===== src/rtl/usb_eop_seq.sv =====
// USB TX line-state sequencer: drives EOP (SE0 bits then J bits) or a long-SE0 bus reset
// onto D+/D- at a programmable bit period, with busy/done handshake and synchronous abort.
module usb_eop_seq #(
    parameter int CLKS_PER_BIT = 8,
    parameter int SE0_BITS     = 2,
    parameter int J_BITS       = 1,
    parameter int RST_BITS     = 16
) (
    input  logic clk,
    input  logic n_rst,
    input  logic start,
    input  logic mode,
    input  logic low_speed,
    input  logic abort,
    output logic busy,
    output logic done,
    output logic drive_en,
    output logic d_plus,
    output logic d_minus
);

    localparam int MAX_SJ   = (SE0_BITS > J_BITS) ? SE0_BITS : J_BITS;
    localparam int MAX_BITS = (MAX_SJ > RST_BITS) ? MAX_SJ : RST_BITS;
    localparam int CLK_W    = $clog2(CLKS_PER_BIT + 1);
    localparam int BIT_W    = $clog2(MAX_BITS + 1);

    localparam logic [CLK_W-1:0] CLK_LAST = CLK_W'(CLKS_PER_BIT - 1);
    localparam logic [CLK_W-1:0] CLK_ONE  = CLK_W'(1);
    localparam logic [BIT_W-1:0] SE0_LAST = BIT_W'(SE0_BITS - 1);
    localparam logic [BIT_W-1:0] J_LAST   = BIT_W'(J_BITS - 1);
    localparam logic [BIT_W-1:0] RST_LAST = BIT_W'(RST_BITS - 1);
    localparam logic [BIT_W-1:0] BIT_ONE  = BIT_W'(1);

    typedef enum logic [1:0] {
        ST_IDLE,
        ST_SE0,
        ST_J,
        ST_FIN
    } state_t;

    state_t            state, state_nx;
    logic [CLK_W-1:0]  clk_cnt;
    logic [BIT_W-1:0]  bit_cnt;
    logic [BIT_W-1:0]  bit_last;
    logic              mode_q, ls_q;
    logic              clk_wrap, phase_end, accept, cnt_clr;

    assign clk_wrap  = (clk_cnt == CLK_LAST);
    assign phase_end = clk_wrap && (bit_cnt == bit_last);
    assign accept    = (state == ST_IDLE) && start && !abort;

    always_comb begin
        bit_last = J_LAST;
        if (state == ST_SE0)
            bit_last = mode_q ? RST_LAST : SE0_LAST;
    end

    always_comb begin
        state_nx = state;
        cnt_clr  = 1'b0;
        case (state)
            ST_IDLE: if (accept) begin
                state_nx = ST_SE0;
                cnt_clr  = 1'b1;
            end
            ST_SE0: if (phase_end) begin
                state_nx = mode_q ? ST_FIN : ST_J;
                cnt_clr  = 1'b1;
            end
            ST_J: if (phase_end) begin
                state_nx = ST_FIN;
                cnt_clr  = 1'b1;
            end
            ST_FIN: begin
                state_nx = ST_IDLE;
                cnt_clr  = 1'b1;
            end
            default: begin
                state_nx = ST_IDLE;
                cnt_clr  = 1'b1;
            end
        endcase
        // Abort overrides everything, including a start seen in the same cycle.
        if (abort) begin
            state_nx = ST_IDLE;
            cnt_clr  = 1'b1;
        end
    end

    always_ff @(posedge clk or negedge n_rst) begin
        if (!n_rst) begin
            state   <= ST_IDLE;
            clk_cnt <= '0;
            bit_cnt <= '0;
            mode_q  <= 1'b0;
            ls_q    <= 1'b0;
        end else begin
            state <= state_nx;
            if (accept) begin
                mode_q <= mode;
                ls_q   <= low_speed;
            end
            if (cnt_clr) begin
                clk_cnt <= '0;
                bit_cnt <= '0;
            end else if (state == ST_SE0 || state == ST_J) begin
                if (clk_wrap) begin
                    clk_cnt <= '0;
                    bit_cnt <= bit_cnt + BIT_ONE;
                end else begin
                    clk_cnt <= clk_cnt + CLK_ONE;
                end
            end
        end
    end

    // Moore outputs; the idle lines rest at J of the most recently latched speed.
    always_comb begin
        busy     = 1'b0;
        done     = 1'b0;
        drive_en = 1'b0;
        d_plus   = ~ls_q;
        d_minus  = ls_q;
        case (state)
            ST_SE0: begin
                busy     = 1'b1;
                drive_en = 1'b1;
                d_plus   = 1'b0;
                d_minus  = 1'b0;
            end
            ST_J: begin
                busy     = 1'b1;
                drive_en = 1'b1;
            end
            ST_FIN:  done = 1'b1;
            default: ;
        endcase
    end

endmodule

===== config.mk =====
export PLATFORM = sky130hd
export DESIGN_NAME = usb_eop_seq
export DESIGN_NICKNAME = d
export VERILOG_FILES = /design/src/rtl/usb_eop_seq.sv
export SDC_FILE = /design/constraint.sdc
export NUM_CORES = 1
export LEC_CHECK = 0
export ABC_AREA = 1
export BUFFER_PORTS_ARGS = -buffer_cell sky130_fd_sc_hd__buf_2
export CELL_PAD_IN_SITES_DETAIL_PLACEMENT = 1
export CELL_PAD_IN_SITES_GLOBAL_PLACEMENT = 2
export CORE_MARGIN = 1.5
export CORE_UTILIZATION = 35
export CTS_CLUSTER_DIAMETER = 50
export DETAILED_ROUTE_END_ITERATION = 6
export PLACE_DENSITY_LB_ADDON = 0.1
export SLEW_MARGIN = 15
export SYNTH_ARGS = -nofsm -noshare
export SYNTH_HDL_FRONTEND = slang
export SYNTH_SLANG_ARGS = --single-unit

===== constraint.sdc =====
create_clock -name clk -period 4.5 [get_ports clk]
set_clock_uncertainty 0.1 [all_clocks]
set_input_delay 0.675 -clock clk [delete_from_list [all_inputs] [get_ports clk]]
set_output_delay 0.675 -clock clk [all_outputs]
set_load 0.01 [all_outputs]

# Word level (Yosys, flattened, before mapping)
# Cells that the tools add are included.
# word_totals
inputBits	6
ff_bits	13
output_inout_bits	5
# classes
n_reduce_logical	11
mux	22
add_sub_neg	2
bitwise	1
n_eq_ne	8
# ops
cell	count
2-to-1 mux 4 bit	5
2-to-1 mux 5 bit	3
inequality test 3 bit (second input constant)	3
2-to-1 mux 1 bit	8
2-to-1 mux 2 bit	4
case mux 2 bit (4 select lines)	1
adder 5 x 1 -> 5 bit (second input constant)	1
== test 5 bit	1
adder 4 x 1 -> 4 bit (second input constant)	1
== test 2 bit (second input constant)	2
== test 4 x 3 -> 1 bit (second input constant)	1
nonzero test 2 bit	2
logical AND 1 bit	3
case mux 1 bit (3 select lines)	1
AND reduction 3 bit	1
== test 2 x 1 -> 1 bit (second input constant)	1
zero test 2 bit	1
AND reduction 2 bit	1
OR reduction 2 bit	1
zero test 1 bit	1
logical OR 1 bit	1
NOT 1 bit	1

# Depth between registers and ports, before layout
# Gate-level depths: netlist of the first run.
# logic_depth
ltp_word	9
mapped_depth	13
mapped_depth_nobuf	13

# Worst setup path after synthesis of the first run
# OpenSTA, ideal clock, no wires.
# synth_timing
kind	flip-flop to output port
from	register state[0]
to	output drive_en
path_slack_ps	2757
t_arrival_ps	968
path_stages_with_launch	4
path_cell_list	dfrtp_1 > inv_1 > ha_1 > buf_4
# synth_via
elab_chain_len	3
elab_cells_between_ends	4
classes_between	eq/ne (2); mux (1); reduce/logical (1)
# synth_lines
element	line	source
from (decl)	41	state_t state, state_nx;
from (signal assigned)	98	state <= state_nx;
== test 2 x 1 -> 1 bit / == test 2 bit (equally long branches)	--	
OR reduction 2 bit (no line) (*)	--	
2-to-1 mux 1 bit (*)	--	
to (decl)	17	output logic drive_en,
# Every way passes the cells marked *; elsewhere a longest branch is shown, timed or not.

# Final worst setup path of the first run
# layout_timing
from	register state[0]
to	output busy
# layout_via
elab_chain_len	3
elab_cells_between_ends	4
classes_between	eq/ne (2); mux (1); reduce/logical (1)
# layout_lines
element	line	source
== test 2 x 1 -> 1 bit / == test 2 bit (equally long branches)	124	case (state)
OR reduction 2 bit (no line) (*)	--	
2-to-1 mux 1 bit (*)	124	
to (decl)	15	output logic busy,
# Marked as above.

==> results.cfg, run 1 <==
[floorplanning]
pin_count = 11
core_area_mm2 = 0.00248
initial_core_util_pct = 37.2
die_w_um = 54.3
rows = 18
fp.dieH_um = 54.3
die_area_mm2 = 0.00295

[clock_tree]
post_cts_buffers = 0
cts_root_buf = clkbuf_4
htreeDepth = 1
cts_tree = built
path_clk_slew_ps = 70
cts_buffer_depth = 2
cts_hold_buf = 0
cts_resized = 0
clk_latency_ps = 270
cts_buffers = 3
cts_sinks = 13

[timing]
period_minus_slack_ps = 2270
tightest_slew_ps = 341
max_freq_mhz = 441
setup_ws_ps = 2230
fin_setup_tns_ps = 0
min_period_over_period_pct = 50.4
rsz0062_at_grt = no
setup_viol = 0
slew_headroom_pct = 77.3
hold_viol = 0
drv_slew = 0

[global_routing]
grt_pass1_wl_um = 3540
grt_max_degree = 14
grt_use_total_pct = 17.2
antenna_found_initial = 0
grt_pass1_vias = 778
grt_overflow = 0

[final_layout]
drive_above_1_share_pct = 16.7
fin_nets = 146
synthToLayoutAreaGrowth_pct = 11.0
n_antenna_cell = 0
final_cell_area_mm2 = 0.00102
final_util_pct = 41.3

[setup_path]
cp-start-kind = register
cpPeakStageDelay_ps = 510
crit_arrival_ps = 1490
cp.required_ps = 3720
path_max_fanout = 10
crit_slowest_cell = ha_1
critPathBufInv = 2
critical_path_class = reg2out
end_kind = output pin
critPathTopFamily = adder cells
crit_path_cell_trace = inv_1, ha_1, buf_2

[routing]
wl_per_cell_um = 12.4
drtIter0Drc = 2
routed_wl_um = 2010
ant_nets = 0
dr.pass1.iters = 3
viasPerCell = 4.77
drcViolationCount = 0
via_count = 772

[placement]
place_congestion = 0.708
post_dp_cell_area_um2 = 997
dp_hpwl_um = 1630
portBuffers = 10
pre_cts_ws_ps = 2510

[yosys]
avgSynthCellArea_um2 = 7.68
synth_warnings = 0
yosys.area.top_type = dfrtp_1
yosys.cell_types.count = 24
synthesis.nets = 133
synthCells = 120
ys_ff_latch = 13
synth_top_area_share_pct = 35.3
seq_area_frac_synth_pct = 35.3
syn-cell-area_um2 = 922
synthTopCellsByArea = dfrtp_1 (35%), nand2_1 (11%), ha_1 (9.5%), inv_1 (6.9%), nor2_1 (6.5%)

[power_and_ir_drop]
cellPowerDensity_mw_per_mm2 = 554
total_power_w = 0.000567
p_leak_nw = 0.535
worst_ir_drop_vdd_uv = 287

[outcome]
status = finished, final reports clean

[worst_hold_path]
hp-class = in2async

[run]
maxCapViolations = 0
per-stage QoR:
| stage | std cells | hold WS, ps |
|---|---|---|
| 5_1_grt | 162 | 189 |
| 2_1_floorplan | 120 | 279 |
| 4_1_cts | 162 | 180 |
| 3_3_place_gp | 158 | 392 |
| 6_report | 162 | 173 |
| 3_5_place_dp | 158 | 394 |
layer usage:
layer  vias up  track usage [%]  routed length (µm)
met5         -                0                   0
met4         0             5.00                  24
met3         5             5.74                  62
met2         7             25.9                 919
met1       352             23.4                1010
li1        408                -                   -
worst reg2reg max path: cells and delay by family (launching register included):
kind / cells / cell delay, ps
flops: 1 / 420
buf+inv: 2 / 200
fa+ha+maj: 1 / 300
simple gates: 10 / 840
cell usage after synthesis:
cell,number
nor2_4,1
o21ai_1,1
o211ai_1,1
nand2_2,2
nor2_2,1
o2111ai_1,5
inv_1,17
nand2_4,2
o211ai_2,1
ha_1,7
dfrtp_1,13
a21oi_1,4
clkinv_1,1
buf_2,1
nand3_2,1
buf_4,1
nand2_1,28
o21ai_0,2
xor2_1,4
nor2_1,16
nand4_1,2
nand3_1,7
xnor2_1,1
mux2_2,1
final timing paths:
path,from,endpoint,cells past startpoint,slack (ps)
max in group asynchronous,n_rst,mode_q,1,3900
min in group clk,mode_q,mode_q,1,410
hold reg to reg,mode_q,mode_q,1,410
setup reg to reg,state[1],bit_cnt[4],13,2530
setup / recovery,state[0],busy,3,2230
hold / removal,n_rst,state[0],1,170
flip-flops by register name, summed over array words and instances, names as in the netlist:
register,cells
state,2
bit_cnt,5
mode_q,1
clk_cnt,4
ls_q,1
cells in the final DEF (no fill, tap or decap), types with 2 or more instances in the layout:
master / count
o21ai_0: 2
dfrtp_1: 13
ha_1: 7
inv_1: 17
buf_2: 10
nand2_4: 2
nor2_1: 16
a21oi_1: 4
xor2_1: 4
nand3_1: 7
nand2_2: 2
clkbuf_4: 3
nand2_1: 28
o2111ai_1: 5
nand4_1: 2
final cells by class:
cell class | instances | area, µm²
fillers | 319 | 1450
multi-input cells | 87 | 517
flip-flops and latches | 13 | 325
inverters | 18 | 67.6
repair buffers | 10 | 50.0
well taps | 30 | 37.5
clock buffers | 4 | 26.3
report_power, final:
part | leakage [nW] | switching [W] | internal (W)
combinational | 0.348 | 0.000204 | 0.000109
sequential | 0.172 | 0.0000351 | 0.000149
clock | 0.0150 | 0.0000364 | 0.0000344
cells by family (layout without fill, tap and decap cells):
logic type / count (synthesis) / count (layout) / synth area share, %
buffers and inverters: 20 / 32 / 8.68
muxes: 1 / 1 / 1.22
AOI/OAI and AO/OA: 14 / 14 / 10.7
adders and majority gates: 7 / 7 / 9.50
and+or+nand+nor: 60 / 60 / 29.9
xor gates and xnor gates: 5 / 5 / 4.75
DFF: 13 / 13 / 35.3
Power figures use the tool's default switching activity.
==> run 2, diff against run 1 <==
CORE_UTILIZATION = 29   (was 35)
clock period = 1.8 ns   (was 4.5 ns; I/O delays follow)
==> run 2 against run 1 <==
Routed wire length up 16%. Die area is 19% higher. Critical path depth is 10 higher. Clock-buffer cell count unchanged.
==> results.cfg, run 2 (synthesized netlist as in run 1, its figures left out) <==
[outcome]
status = finished, final reports clean

[global_routing]
antenna_found_initial = 0
grt_use_total_pct = 15.4
grt_pass1_wl_um = 4020
grt_max_degree = 14
grt_pass1_vias = 859
grt_overflow = 0

[power_and_ir_drop]
worst_ir_drop_vdd_uv = 609
cellPowerDensity_mw_per_mm2 = 1440
total_power_w = 0.00171
p_leak_nw = 0.606

[timing]
fin_setup_tns_ps = 0
setup_viol = 0
slew_headroom_pct = 77.2
period_minus_slack_ps = 1680
rsz0062_at_grt = no
drv_slew = 0
hold_viol = 0
tightest_slew_ps = 341
max_freq_mhz = 597
min_period_over_period_pct = 93.1

[setup_path]
cp.required_ps = 1880
cp-startpoint = state[1]
end_kind = register
r2r-start = state[1]
crit_arrival_ps = 1760
cp-start-kind = register
path_max_fanout = 8
critical_path_class = reg2reg

[clock_tree]
cts_buffer_depth = 2
cts_root_buf = clkbuf_4
clk_latency_ps = 290
htreeDepth = 1
cts_sinks = 13
cts_tree = built
cts_buffers = 3
path_clk_slew_ps = 90

[floorplanning]
fp.dieH_um = 59.4
pin_count = 11
die_w_um = 59.4
initial_core_util_pct = 30.5
rows = 20
core_area_mm2 = 0.00303
die_area_mm2 = 0.00353

[final_layout]
reg_top3 = bit_cnt x5, clk_cnt x4, state x2
regArea_um2 = 327
regMostFlops = bit_cnt
n_antenna_cell = 0
multi_input_area_um2 = 584
synthToLayoutAreaGrowth_pct = 28.9
fin_nets = 157
stdcell_count = 187
largest_reg_flops = 5
fill_cells = 378
drive_above_1_share_pct = 30.8
layout_commonest_cell = nand2_1
layout_common_cells = nand2_1 (26), inv_1 (15), nor2_1 (15)

[routing]
drcViolationCount = 0
routed_wl_um = 2330
ant_nets = 0
via_count = 866
dr.pass1.iters = 3
viasPerCell = 4.63
wl_per_cell_um = 12.5
drtIter0Drc = 28

[placement]
portBuffers = 10
dp.cells = 179
place_congestion = 0.761
dp_hpwl_um = 1690

[run]
maxCapViolations = 0

[worst_hold_path]
hp-class = in2reg
hp-start = abort
run 2: cell types whose count changed in the layout (fill, tap and decap cells not counted), sizes merged:
cell and delta:
nand2 +1, buf +9, dlygate4sd3 +1
run 2: layout make-up:
type	instances	area share (%)
Sequential cell	13	27.5
Clock buffer	4	2.21
Inverter	18	5.79
Multi-Input combinational cell	88	49.2
Timing Repair Buffer	20	10.7
Tap cell	44	4.63
run 2: metal layers:
metal  part of all wire (%)  wire [µm]  global-route usage [%]  vias to the layer above
li1                       -          -                       -                      437
met1                     51       1200                    21.8                      418
met2                     46       1060                    22.8                        7
met3                    1.7         40                    2.62                        4
met4                    1.2         29                    6.82                        0
met5                      0          0                       0                        -
run 2: timing repair:
action	CTS	global route
setup endpoints to repair	10	11
pin swaps	0	2
gates resized for setup	3	14
endpoints found under the hold margin	13	0
setup buffers	0	2
gates cloned	0	1
hold buffers	1	0
run 2: final timing paths:
kind	to	cells after the start	slack, ps
worst max-delay path	bit_cnt[2]	13	120
worst min-delay path	state[0]	2	20
worst max register to register	bit_cnt[2]	13	120
worst min register to register	mode_q	1	440
max in group asynchronous	state[0]	2	1020
min in group asynchronous	bit_cnt[3]	2	310
run 2: critical path, stage by stage (launching register included):
cell and delay (ps):
dfrtp_1 400, inv_2 80, ha_4 150, inv_1 40, nand2_1 60, nand3_2 100, nor2_4 100, nand3_2 70
nand2_2 100, nand2_4 100, nand2_8 100, nor2_1 50, nand2_1 70, nand2_1 50
run 2: report_power, final:
group / internal, W / leakage, nW / switching, W
sequential: 0.000374 / 0.171 / 0.0000847
clock: 0.0000862 / 0.0150 / 0.000112
combinational: 0.000446 / 0.420 / 0.000604
total: 0.000907 / 0.606 / 0.000800
run 2: per-stage QoR:
| step | hold WS, ps | worst slack (ps) | util, % | instance area [µm²] |
|---|---|---|---|---|
| final | 24.1 | 124 | 39.3 | 1190 |
| after global routing | 16.6 | 4.19 | 39.3 | 1190 |
| after CTS | 14.9 | 10.5 | 36.7 | 1110 |
| after detailed placement | 99.1 | -52.5 | 35.2 | 1070 |
| after global placement | 86.5 | -1.36 | 35.2 | 1070 |
| after floorplan | -126 | 101 | - | 922 |
